`src/rtl/enigma_rotor_stepper_if.sv`:
```
// ---------------------------------------------------------------------------
// enigma_rotor_stepper_if
//   Character stream interface between a producer, the rotor stepper and the
//   caesar lookup.
//   Input side : in_valid / in_ready / char_in      (producer -> stepper)
//   Output side: out_valid / out_ready / out_is_letter / out_char / sel
//                                                   (stepper -> lookup)
//   master modport: the environment that feeds characters and drains results.
//   slave modport : the stepper itself.
// ---------------------------------------------------------------------------
interface enigma_rotor_stepper_if;
  logic        in_valid;
  logic        in_ready;
  logic [7:0]  char_in;
  logic        out_valid;
  logic        out_ready;
  logic        out_is_letter;
  logic [7:0]  out_char;
  logic [31:0] sel;

  modport master (
    output in_valid, char_in, out_ready,
    input  in_ready, out_valid, out_is_letter, out_char, sel
  );

  modport slave (
    input  in_valid, char_in, out_ready,
    output in_ready, out_valid, out_is_letter, out_char, sel
  );
endinterface

```
`src/rtl/enigma_rotor_stepper.sv`:
```
// ---------------------------------------------------------------------------
// enigma_rotor_stepper
//   Accepts one ASCII character at a time, steps a three-rotor position
//   register with Enigma odometer rules (including the middle-rotor double
//   step) and emits the alphabet index of the character offset by the sum of
//   the rotor positions, modulo 26, as the select index of the caesar lookup.
//
//   Ports
//     clk, rst_n          clock, asynchronous active-low reset
//     key_load            load start positions (only honoured in IDLE)
//     key_l/key_m/key_r   start positions; values above 25 load as 0
//     bus (slave)         in_valid/in_ready/char_in and
//                         out_valid/out_ready/out_is_letter/out_char/sel
//     pos_l/pos_m/pos_r   registered rotor positions
//
//   Flow: IDLE (accept) -> STEP (rotate + compute) -> OUT (hold until taken).
// ---------------------------------------------------------------------------
module enigma_rotor_stepper #(
  parameter int ALPHA   = 26,
  parameter int NOTCH_R = 21,
  parameter int NOTCH_M = 4,
  parameter int NOTCH_L = 16
) (
  input  logic                         clk,
  input  logic                         rst_n,
  input  logic                         key_load,
  input  logic [4:0]                   key_l,
  input  logic [4:0]                   key_m,
  input  logic [4:0]                   key_r,
  enigma_rotor_stepper_if.slave        bus,
  output logic [4:0]                   pos_l,
  output logic [4:0]                   pos_m,
  output logic [4:0]                   pos_r
);

  // The left notch has no rotor above it to drive; it is kept as a parameter
  // so rotor wirings stay described in one place, and range-checked here.
  if ((NOTCH_R >= ALPHA) || (NOTCH_M >= ALPHA) || (NOTCH_L >= ALPHA)) begin : g_bad_notch
    $error("enigma_rotor_stepper: notch position outside the alphabet");
  end

  localparam logic [4:0] LAST_C    = 5'(ALPHA - 1);
  localparam logic [4:0] NOTCH_R_C = 5'(NOTCH_R);
  localparam logic [4:0] NOTCH_M_C = 5'(NOTCH_M);
  localparam logic [6:0] ALPHA_C   = 7'(ALPHA);

  typedef enum logic [1:0] {
    ST_IDLE = 2'd0,
    ST_STEP = 2'd1,
    ST_OUT  = 2'd2
  } state_t;

  // One-position advance with wrap from the last letter back to 0.
  function automatic logic [4:0] inc_pos(input logic [4:0] p);
    return (p == LAST_C) ? 5'd0 : (p + 5'd1);
  endfunction

  // Out-of-range start keys are forced to position 0.
  function automatic logic [4:0] clamp_key(input logic [4:0] k);
    return (k > LAST_C) ? 5'd0 : k;
  endfunction

  // Reduce a sum of at most 100 into 0..25 by up to three subtractions.
  function automatic logic [4:0] mod_alpha(input logic [6:0] s);
    logic [6:0] t;
    t = s;
    if (t >= ALPHA_C) t = t - ALPHA_C;
    if (t >= ALPHA_C) t = t - ALPHA_C;
    if (t >= ALPHA_C) t = t - ALPHA_C;
    return t[4:0];
  endfunction

  state_t      state_r, next_state_s;
  logic [4:0]  pos_l_r, pos_m_r, pos_r_r;
  logic [7:0]  char_r;
  logic        out_valid_r;
  logic        out_is_letter_r;
  logic [4:0]  sel_r;

  logic        in_ready_s;
  logic        load_s;
  logic        accept_s;
  logic        done_s;
  logic        is_upper_s, is_lower_s, is_letter_s;
  logic [4:0]  idx_s;
  logic [4:0]  nxt_l_s, nxt_m_s, nxt_r_s;
  logic [6:0]  sum_s;
  logic [4:0]  sel_s;

  // State register.
  always_ff @(posedge clk or negedge rst_n) begin
    if (!rst_n) begin
      state_r <= ST_IDLE;
    end else begin
      state_r <= next_state_s;
    end
  end

  // Next-state and handshake decode; a key load in IDLE blocks acceptance.
  always_comb begin
    next_state_s = state_r;
    in_ready_s   = 1'b0;
    load_s       = 1'b0;
    accept_s     = 1'b0;
    done_s       = 1'b0;
    case (state_r)
      ST_IDLE: begin
        in_ready_s = ~key_load;
        if (key_load) begin
          load_s = 1'b1;
        end else if (bus.in_valid) begin
          accept_s     = 1'b1;
          next_state_s = ST_STEP;
        end else begin
          next_state_s = ST_IDLE;
        end
      end
      ST_STEP: begin
        next_state_s = ST_OUT;
      end
      ST_OUT: begin
        if (out_valid_r && bus.out_ready) begin
          done_s       = 1'b1;
          next_state_s = ST_IDLE;
        end else begin
          next_state_s = ST_OUT;
        end
      end
      default: begin
        next_state_s = ST_IDLE;
      end
    endcase
  end

  // Letter classification, rotor stepping on pre-step positions, and the
  // select index computed from the post-step positions.
  always_comb begin
    is_upper_s  = (char_r >= 8'd65) && (char_r <= 8'd90);
    is_lower_s  = (char_r >= 8'd97) && (char_r <= 8'd122);
    is_letter_s = is_upper_s | is_lower_s;
    idx_s       = 5'd0;
    if (is_upper_s) begin
      idx_s = 5'(char_r - 8'd65);
    end else if (is_lower_s) begin
      idx_s = 5'(char_r - 8'd97);
    end else begin
      idx_s = 5'd0;
    end

    nxt_r_s = inc_pos(pos_r_r);
    nxt_m_s = pos_m_r;
    nxt_l_s = pos_l_r;
    // A middle rotor sitting on its notch steps itself and the left rotor;
    // this also covers the case where the right notch would step it anyway.
    if (pos_m_r == NOTCH_M_C) begin
      nxt_m_s = inc_pos(pos_m_r);
      nxt_l_s = inc_pos(pos_l_r);
    end else if (pos_r_r == NOTCH_R_C) begin
      nxt_m_s = inc_pos(pos_m_r);
    end else begin
      nxt_m_s = pos_m_r;
    end

    sum_s = {2'd0, idx_s} + {2'd0, nxt_l_s} + {2'd0, nxt_m_s} + {2'd0, nxt_r_s};
    sel_s = mod_alpha(sum_s);
  end

  // Rotor positions, captured character and registered result.
  always_ff @(posedge clk or negedge rst_n) begin
    if (!rst_n) begin
      pos_l_r         <= 5'd0;
      pos_m_r         <= 5'd0;
      pos_r_r         <= 5'd0;
      char_r          <= 8'd0;
      out_valid_r     <= 1'b0;
      out_is_letter_r <= 1'b0;
      sel_r           <= 5'd0;
    end else begin
      if (load_s) begin
        pos_l_r <= clamp_key(key_l);
        pos_m_r <= clamp_key(key_m);
        pos_r_r <= clamp_key(key_r);
      end
      if (accept_s) begin
        char_r <= bus.char_in;
      end
      if (state_r == ST_STEP) begin
        if (is_letter_s) begin
          pos_l_r <= nxt_l_s;
          pos_m_r <= nxt_m_s;
          pos_r_r <= nxt_r_s;
          sel_r   <= sel_s;
        end else begin
          sel_r   <= 5'd0;
        end
        out_is_letter_r <= is_letter_s;
        out_valid_r     <= 1'b1;
      end
      if (done_s) begin
        out_valid_r <= 1'b0;
      end
    end
  end

  assign bus.in_ready      = in_ready_s;
  assign bus.out_valid     = out_valid_r;
  assign bus.out_is_letter = out_is_letter_r;
  assign bus.out_char      = char_r;
  assign bus.sel           = {27'd0, sel_r};
  assign pos_l             = pos_l_r;
  assign pos_m             = pos_m_r;
  assign pos_r             = pos_r_r;

endmodule

```
`src/flat_wrapper.sv`:
```
// flat-port wrapper written by rule: the top's interface ports become plain ports
module enigma_rotor_stepper_flat 
#(
  parameter int ALPHA   = 26,
  parameter int NOTCH_R = 21,
  parameter int NOTCH_M = 4,
  parameter int NOTCH_L = 16
)
  (clk, rst_n, key_load, key_l, key_m, key_r, pos_l, pos_m, pos_r, bus_in_valid, bus_char_in, bus_out_ready, bus_in_ready, bus_out_valid, bus_out_is_letter, bus_out_char, bus_sel);
  enigma_rotor_stepper_if bus_i ();
  input  logic clk;
  input  logic rst_n;
  input  logic key_load;
  input  logic [4:0] key_l;
  input  logic [4:0] key_m;
  input  logic [4:0] key_r;
  output logic [4:0] pos_l;
  output logic [4:0] pos_m;
  output logic [4:0] pos_r;
  input wire logic [$bits(bus_i.in_valid)-1:0] bus_in_valid;
  input wire logic [$bits(bus_i.char_in)-1:0] bus_char_in;
  input wire logic [$bits(bus_i.out_ready)-1:0] bus_out_ready;
  output wire logic [$bits(bus_i.in_ready)-1:0] bus_in_ready;
  output wire logic [$bits(bus_i.out_valid)-1:0] bus_out_valid;
  output wire logic [$bits(bus_i.out_is_letter)-1:0] bus_out_is_letter;
  output wire logic [$bits(bus_i.out_char)-1:0] bus_out_char;
  output wire logic [$bits(bus_i.sel)-1:0] bus_sel;
  assign bus_i.in_valid = bus_in_valid;
  assign bus_i.char_in = bus_char_in;
  assign bus_i.out_ready = bus_out_ready;
  assign bus_in_ready = bus_i.in_ready;
  assign bus_out_valid = bus_i.out_valid;
  assign bus_out_is_letter = bus_i.out_is_letter;
  assign bus_out_char = bus_i.out_char;
  assign bus_sel = bus_i.sel;
  enigma_rotor_stepper #(.ALPHA(ALPHA), .NOTCH_R(NOTCH_R), .NOTCH_M(NOTCH_M), .NOTCH_L(NOTCH_L)) u_core (.clk(clk), .rst_n(rst_n), .key_load(key_load), .key_l(key_l), .key_m(key_m), .key_r(key_r), .bus(bus_i), .pos_l(pos_l), .pos_m(pos_m), .pos_r(pos_r));
endmodule
```
`config.mk`:
```
export PLATFORM = sky130hd
export DESIGN_NAME = enigma_rotor_stepper_flat
export DESIGN_NICKNAME = d
export VERILOG_FILES = /design/src/rtl/enigma_rotor_stepper_if.sv /design/src/rtl/enigma_rotor_stepper.sv /design/src/flat_wrapper.sv
export SDC_FILE = /design/constraint.sdc
export NUM_CORES = 1
export LEC_CHECK = 0
export BUFFER_PORTS_ARGS = -buffer_cell sky130_fd_sc_hd__buf_2
export CAP_MARGIN = 0
export CORE_MARGIN = 2
export CORE_UTILIZATION = 44
export DETAILED_ROUTE_END_ITERATION = 8
export GPL_TIMING_DRIVEN = 1
export PLACE_DENSITY = 0.76
export RECOVER_POWER = 25
export SYNTH_ARGS = -nofsm -noshare
export SYNTH_HDL_FRONTEND = slang
export SYNTH_SLANG_ARGS = --single-unit
```
`constraint.sdc`:
```
create_clock -name clk -period 7.7 [get_ports clk]
set_input_delay 1.54 -clock clk [delete_from_list [all_inputs] [get_ports clk]]
set_output_delay 1.54 -clock clk [all_outputs]
set_load 0.005 [all_outputs]
```
### Word level (Yosys, flattened, before mapping)

Cells that the tools add are included.

| storage, ports and cells | value |
|---|---|
| logic and storage cells | 82 |
| input port bits | 28 |
| output and inout port bits | 58 |
| register bits after elaboration | 32 |

| cells by class | value |
|---|---|
| add/subtract/negate cells | 11 |
| $lt $le $gt $ge | 10 |
| multiplexer cells | 38 |
| bitwise gates (word level) | 2 |
| eq/ne operators | 8 |
| reductions and logical operators | 5 |

Operators by type and width:

| kind | count |
|---|---|
| 2-to-1 mux 5 bit | 22 |
| greater-or-equal comparator 7 x 5 -> 1 bit, second input constant | 3 |
| equality test 5 bit, second input constant | 4 |
| greater-or-equal comparator 8 x 7 -> 1 bit, second input constant | 2 |
| less-or-equal comparator 8 x 7 -> 1 bit, second input constant | 2 |
| adder 5 x 1 -> 5 bit, second input constant | 3 |
| greater-than comparator 5 bit, second input constant | 3 |
| adder 7 x 5 -> 7 bit | 2 |
| 2-to-1 mux 7 bit | 2 |
| subtractor 7 x 5 -> 7 bit, second input constant | 2 |
| 2-to-1 mux 1 bit | 11 |
| subtractor 5 x 1 -> 5 bit, second input constant | 2 |
| adder 5 x 5 -> 6 bit | 1 |
| one-hot mux 2 bit (3 select lines) | 1 |
| equality test 5 x 3 -> 1 bit, second input constant | 1 |
| subtractor 5 bit, second input constant | 1 |
| 2-to-1 mux 2 bit | 2 |
| logical AND 1 bit | 3 |
| equality test 2 x 1 -> 1 bit, second input constant | 1 |
| equality test 2 bit, second input constant | 1 |
| zero test 2 bit | 1 |
| inequality test 2 bit, second input constant | 1 |
| nonzero test 2 bit | 1 |
| inverter 1 bit | 1 |
| bitwise OR 1 bit | 1 |

### Logic depth before layout (Yosys ltp)

| depth | value |
|---|---|
| depth after elaboration | 14 |
| mapped depth | 32 |
| depth with buffers taken out | 31 |

### Least setup slack after synthesis

No wires, ideal clock.

| path | value |
|---|---|
| path type | register to register |
| from | reg u_core.char_r[0], in the netlist u_core.bus.out_char[0] |
| to | reg u_core.sel_r[1] |
| cell stages (with the launch flop) | 26 |
| buffers on the path | 1 |
| clock period less this slack | 6.177 ns |
| slack | 1.523 ns |
| arrival time | 6.051 ns |
| library setup time | 0.126 ns |
| required time | 7.574 ns |
| path through | dfrtp_1 -> inv_1 -> ha_1 -> a21oi_1 -> a21oi_1 -> o21ai_1 -> nor2_1 -> ha_1 -> fa_1 -> inv_1 -> fa_1 -> inv_1 -> ha_1 -> inv_1 -> fa_1 -> ha_1 -> a2111o_1 -> and2_4 -> buf_6 -> xnor2_1 -> ha_1 -> or3b_2 -> mux2_2 -> a32oi_1 -> nor2_1 -> a221o_1 |

| on the way | value |
|---|---|
| longest elaborated chain between the ends | 14 |
| elaborated cells on any way between the ends | 24 |
| classes of those cells | add/sub (8); order compare (7); mux (6); bitwise (1); reduce/logical (2) |

Ends and longest elaborated chain:

| element | RTL line | RTL |
|---|---|---|
| start: declaration | enigma_rotor_stepper.sv:75 | `logic [7:0] char_r;` |
| start signal: assignment | enigma_rotor_stepper.sv:185 | `char_r <= bus.char_in;` |
| greater-or-equal comparator 8 x 7 -> 1 bit or less-or-equal comparator 8 x 7 -> 1 bit (tied branches) | enigma_rotor_stepper.sv:139 | `is_lower_s = (char_r >= 8'd97) && (char_r <= 8'd122);` |
| logical AND 1 bit | enigma_rotor_stepper.sv:139 |  |
| 2-to-1 mux 5 bit | enigma_rotor_stepper.sv:144 | `end else if (is_lower_s) begin` |
| 2-to-1 mux 5 bit | enigma_rotor_stepper.sv:142 | `if (is_upper_s) begin` |
| adder 5 x 5 -> 6 bit | enigma_rotor_stepper.sv:164 | `sum_s = {2'd0, idx_s} + {2'd0, nxt_l_s} + {2'd0, nxt_m_s} + {2'd0, nxt_r_s};` |
| adder 7 x 5 -> 7 bit (2 in a row) | enigma_rotor_stepper.sv:164 |  |
| subtractor 7 x 5 -> 7 bit or greater-or-equal comparator 7 x 5 -> 1 bit (tied branches) | enigma_rotor_stepper.sv:67 | `if (t >= ALPHA_C) t = t - ALPHA_C;` |
| 2-to-1 mux 7 bit | enigma_rotor_stepper.sv:67 |  |
| subtractor 7 x 5 -> 7 bit or greater-or-equal comparator 7 x 5 -> 1 bit (tied branches) | enigma_rotor_stepper.sv:68 | `if (t >= ALPHA_C) t = t - ALPHA_C;` |
| 2-to-1 mux 7 bit | enigma_rotor_stepper.sv:68 |  |
| greater-or-equal comparator 7 x 5 -> 1 bit or subtractor 5 bit (tied branches) | enigma_rotor_stepper.sv:69 | `if (t >= ALPHA_C) t = t - ALPHA_C;` |
| 2-to-1 mux 5 bit | enigma_rotor_stepper.sv:69 |  |
| 2-to-1 mux 5 bit * | enigma_rotor_stepper.sv:188 | `if (is_letter_s) begin` |
| end signal: assignment | enigma_rotor_stepper.sv:192 | `sel_r <= sel_s;` |
| end: declaration | enigma_rotor_stepper.sv:78 | `logic [4:0] sel_r;` |

Every way passes the cells marked *; elsewhere a longest branch is shown, timed or not.
A chain may end at the register's enable or synchronous reset.

### Worst setup path after layout

| path | value |
|---|---|
| from | reg u_core.char_r[0], in the netlist u_core.bus.out_char[0] |
| to | reg u_core.sel_r[2] |

The elaborated chain is that of the path after synthesis.

==> impl_metrics.ini <==
[worst_setup_path]
cp_top_family = adder cells
reg2regPathDepth = 28
cpMostUsedCell = ha_1
path_class = flop to flop
required_ns = 7.87
rrSetupSlack_ns = 0.98
worst_ep_arrival_time_ns = 6.88
max_stage_delay_ns = 0.48
rr_endpoint = u_core.sel_r[2]$_DFFE_PN0P_
crit_path_end_kind = flop
startpoint_type = flop
critical_path_buf_inv_count = 5
slowest_stage = fa_1
crit_fanout = 10
reg2reg_from = u_core.bus.out_char[0]$_DFFE_PN0P_

[die]
dieArea_um2 = 7910
core-area_um2 = 6870
placementRows = 30
die_x_um = 88.9
die_h_um = 88.9
num_io_pins = 86
start_util = 0.462

[clock_network]
cts_buffers = 5
htreeDepth = 2
hold_buffers = 0
cts.sinks = 32
cts_tree = yes
cts-resized-gates = 0
path_clk_slew_ns = 0.07
cts_setup_buffers = 0
insertion_delay_ns = 0.29
clockBufferDepth = 2
cts_root_buf = clkbuf_8

[routing]
drt_iter0_markers = 165
drt-vias-per-instance = 5.46
vias = 2861
routed_wl_um = 7370
first_pass_iters = 6
drc_errors = 0
wl_per_cell_um = 14.1
antenna_left = 0

[synthesis]
syn_inst = 373
synthXorXnorAreaFrac = 0.0497
netlist_top_cells_count = 35 x nor2_1, 32 x dfrtp_1, 29 x nand2_1
synth.mux.area_fraction = 0.0457
synth-seq-cells = 32
synth_edf_count = 0
yosys.cell_count.top_type = nor2_1
synth_compound_area_frac = 0.221
async_reset_ff_frac = 1.00
synth_largest_area_cell = dfrtp_1
synth_simple_gate_area_frac = 0.181
synth_area_leaders = dfrtp_1 25%, ha_1 9.5%, buf_4 6.6%, a21oi_1 4.4%, fa_1 4.4%
synthAdderAreaFrac = 0.139
synth_area_um2 = 3170
syn_avg_cell_area_um2 = 8.51
synth.distinct_cells = 61
synth_top_family_by_area = compound AO/OA/AOI/OAI gates
seq_area_frac_synth = 0.252
yosys.area.top_type_share = 0.252
yosys_warnings = 0
dominantRegCellSynth = dfrtp_1

[grt]
overflow = 0
grt_pass1_wl_um = 12400
grt_pass1_vias = 2716
grt_max_degree = 33
antenna_found_initial = 0
grt_use_total = 0.197

[final_layout]
drive_gt1_frac = 0.208
nNetsFinal = 486
antenna_cells = 0
nFillCells = 659
utilization = 0.512
syn2layout_area_growth_pct = 10.8
postLayoutCellArea_um2 = 3520
fin_cells = 524

[timing]
slew_headroom = -0.196
setup-tns-final_ns = 0
maxSlewViolCount = 33
fin_crit_sh = 0.872
tightest_slew_ns = 1.79
hold_viol = 0
setup_viol = 0
rsz0062_at_grt = false
min_period_ns = 6.72
fin_skew_ns = 0.0118
fmax_ghz = 0.149

[placement]
dpl.cell_count = 516
port_buffers = 58
place_hpwl_um = 5800
gp_congestion = 0.862
place_area_um2 = 3420

[worst_hold_path]
hold_class = flop to flop
hold_path_end = u_core.bus.out_is_letter$_DFFE_PN0P_
worstHoldStart = u_core.bus.out_is_letter$_DFFE_PN0P_
min_path_cells = 2

[status]
outcome = finished with violations
violations = capacitance limit, slew limit

[flow_run]
drv_cap = 1
[stage by stage]
step           worst slack (ns)  hold WS, ns
3_3_place_gp               1.21        0.459
4_1_cts                   0.950        0.483
5_1_grt                   0.484        0.499
3_5_place_dp               1.01        0.463
2_1_floorplan              1.52        0.468
6_report                  0.985        0.479
[routing by layer]
layer / GRT usage / part of all wire / wire, um
met5: 0 / 0 / 0
met4: 0.0556 / 0.011 / 80
met3: 0.0314 / 0.050 / 365
met2: 0.341 / 0.49 / 3590
met1: 0.256 / 0.45 / 3330
[layout make-up]
| type | instances | area, um^2 | share of cell area |
|---|---|---|---|
| Multi-Input combinational cell | 306 | 2120 | 0.603 |
| Sequential cell | 32 | 801 | 0.228 |
| Timing Repair Buffer | 59 | 295 | 0.0840 |
| Tap cell | 96 | 120 | 0.0342 |
| Clock buffer | 7 | 86.3 | 0.0246 |
| Inverter | 23 | 86.3 | 0.0246 |
| Clock inverter | 1 | 7.51 | 0.00214 |
[state kept, by name (all words and copies together) (netlist names)]
register                  count
u_core.bus.out_char           8
u_core.pos_l                  5
u_core.pos_r                  5
u_core.sel_r                  5
u_core.pos_m                  5
u_core.bus.out_valid          1
u_core.state_r                2
u_core.bus.out_is_letter      1
[worst max path at each step]
stage | from | depth (start not counted) | slack [ns] | endpoint
2_1_floorplan | u_core.bus.out_char[0]$_DFFE_PN0P_ | 25 | 1.52 | u_core.sel_r[1]$_DFFE_PN0P_
6_report | u_core.bus.out_char[0]$_DFFE_PN0P_ | 28 | 0.98 | u_core.sel_r[2]$_DFFE_PN0P_
3_3_place_gp | u_core.bus.out_char[0]$_DFFE_PN0P_ | 28 | 1.21 | u_core.sel_r[1]$_DFFE_PN0P_
3_5_place_dp | u_core.bus.out_char[0]$_DFFE_PN0P_ | 28 | 1.01 | u_core.sel_r[2]$_DFFE_PN0P_
4_1_cts | u_core.bus.out_char[0]$_DFFE_PN0P_ | 28 | 0.95 | u_core.sel_r[2]$_DFFE_PN0P_
5_1_grt | u_core.bus.out_char[0]$_DFFE_PN0P_ | 28 | 0.48 | u_core.sel_r[2]$_DFFE_PN0P_
[logic make-up (layout without fill, tap and decap cells)]
| kind of cell | after synthesis | count (layout) |
|---|---|---|
| fa+ha+maj | 31 | 31 |
| buf+inv | 61 | 90 |
| flops | 32 | 32 |
| compound gates | 100 | 100 |
| mux | 13 | 13 |
| other cells | 1 | 27 |
| xor+xnor | 18 | 18 |
| simple gates | 117 | 117 |
[worst reg2reg max path: cells and delay by family, from the launching register on]
family,cells,cell delay (ns)
AOI/OAI and AO/OA,8,2.09
DFF,1,0.44
and+or+nand+nor,5,0.62
buffers and inverters,5,0.34
xor gates and xnor gates,1,0.26
adders and majority gates,9,2.85
[cells in the final DEF, fill, tap and decap left out, types with 8 or more instances in the layout]
cell type  Yosys  final
nand3_1       11     11
a221oi_1      15     15
ha_1          24     24
o21ai_0       17     17
nor2_1        35     35
nand2_1       29     29
dfrtp_1       32     32
conb_1         1     27
nor3_1         9      9
inv_1         23     23
buf_2          0     56
a21oi_1       28     28
mux2_2         8      8
xnor2_1       11     11
Power is left out: the tool's default activity adds up to more than one toggle a clock period on the data nets, which glitch-free logic cannot reach.
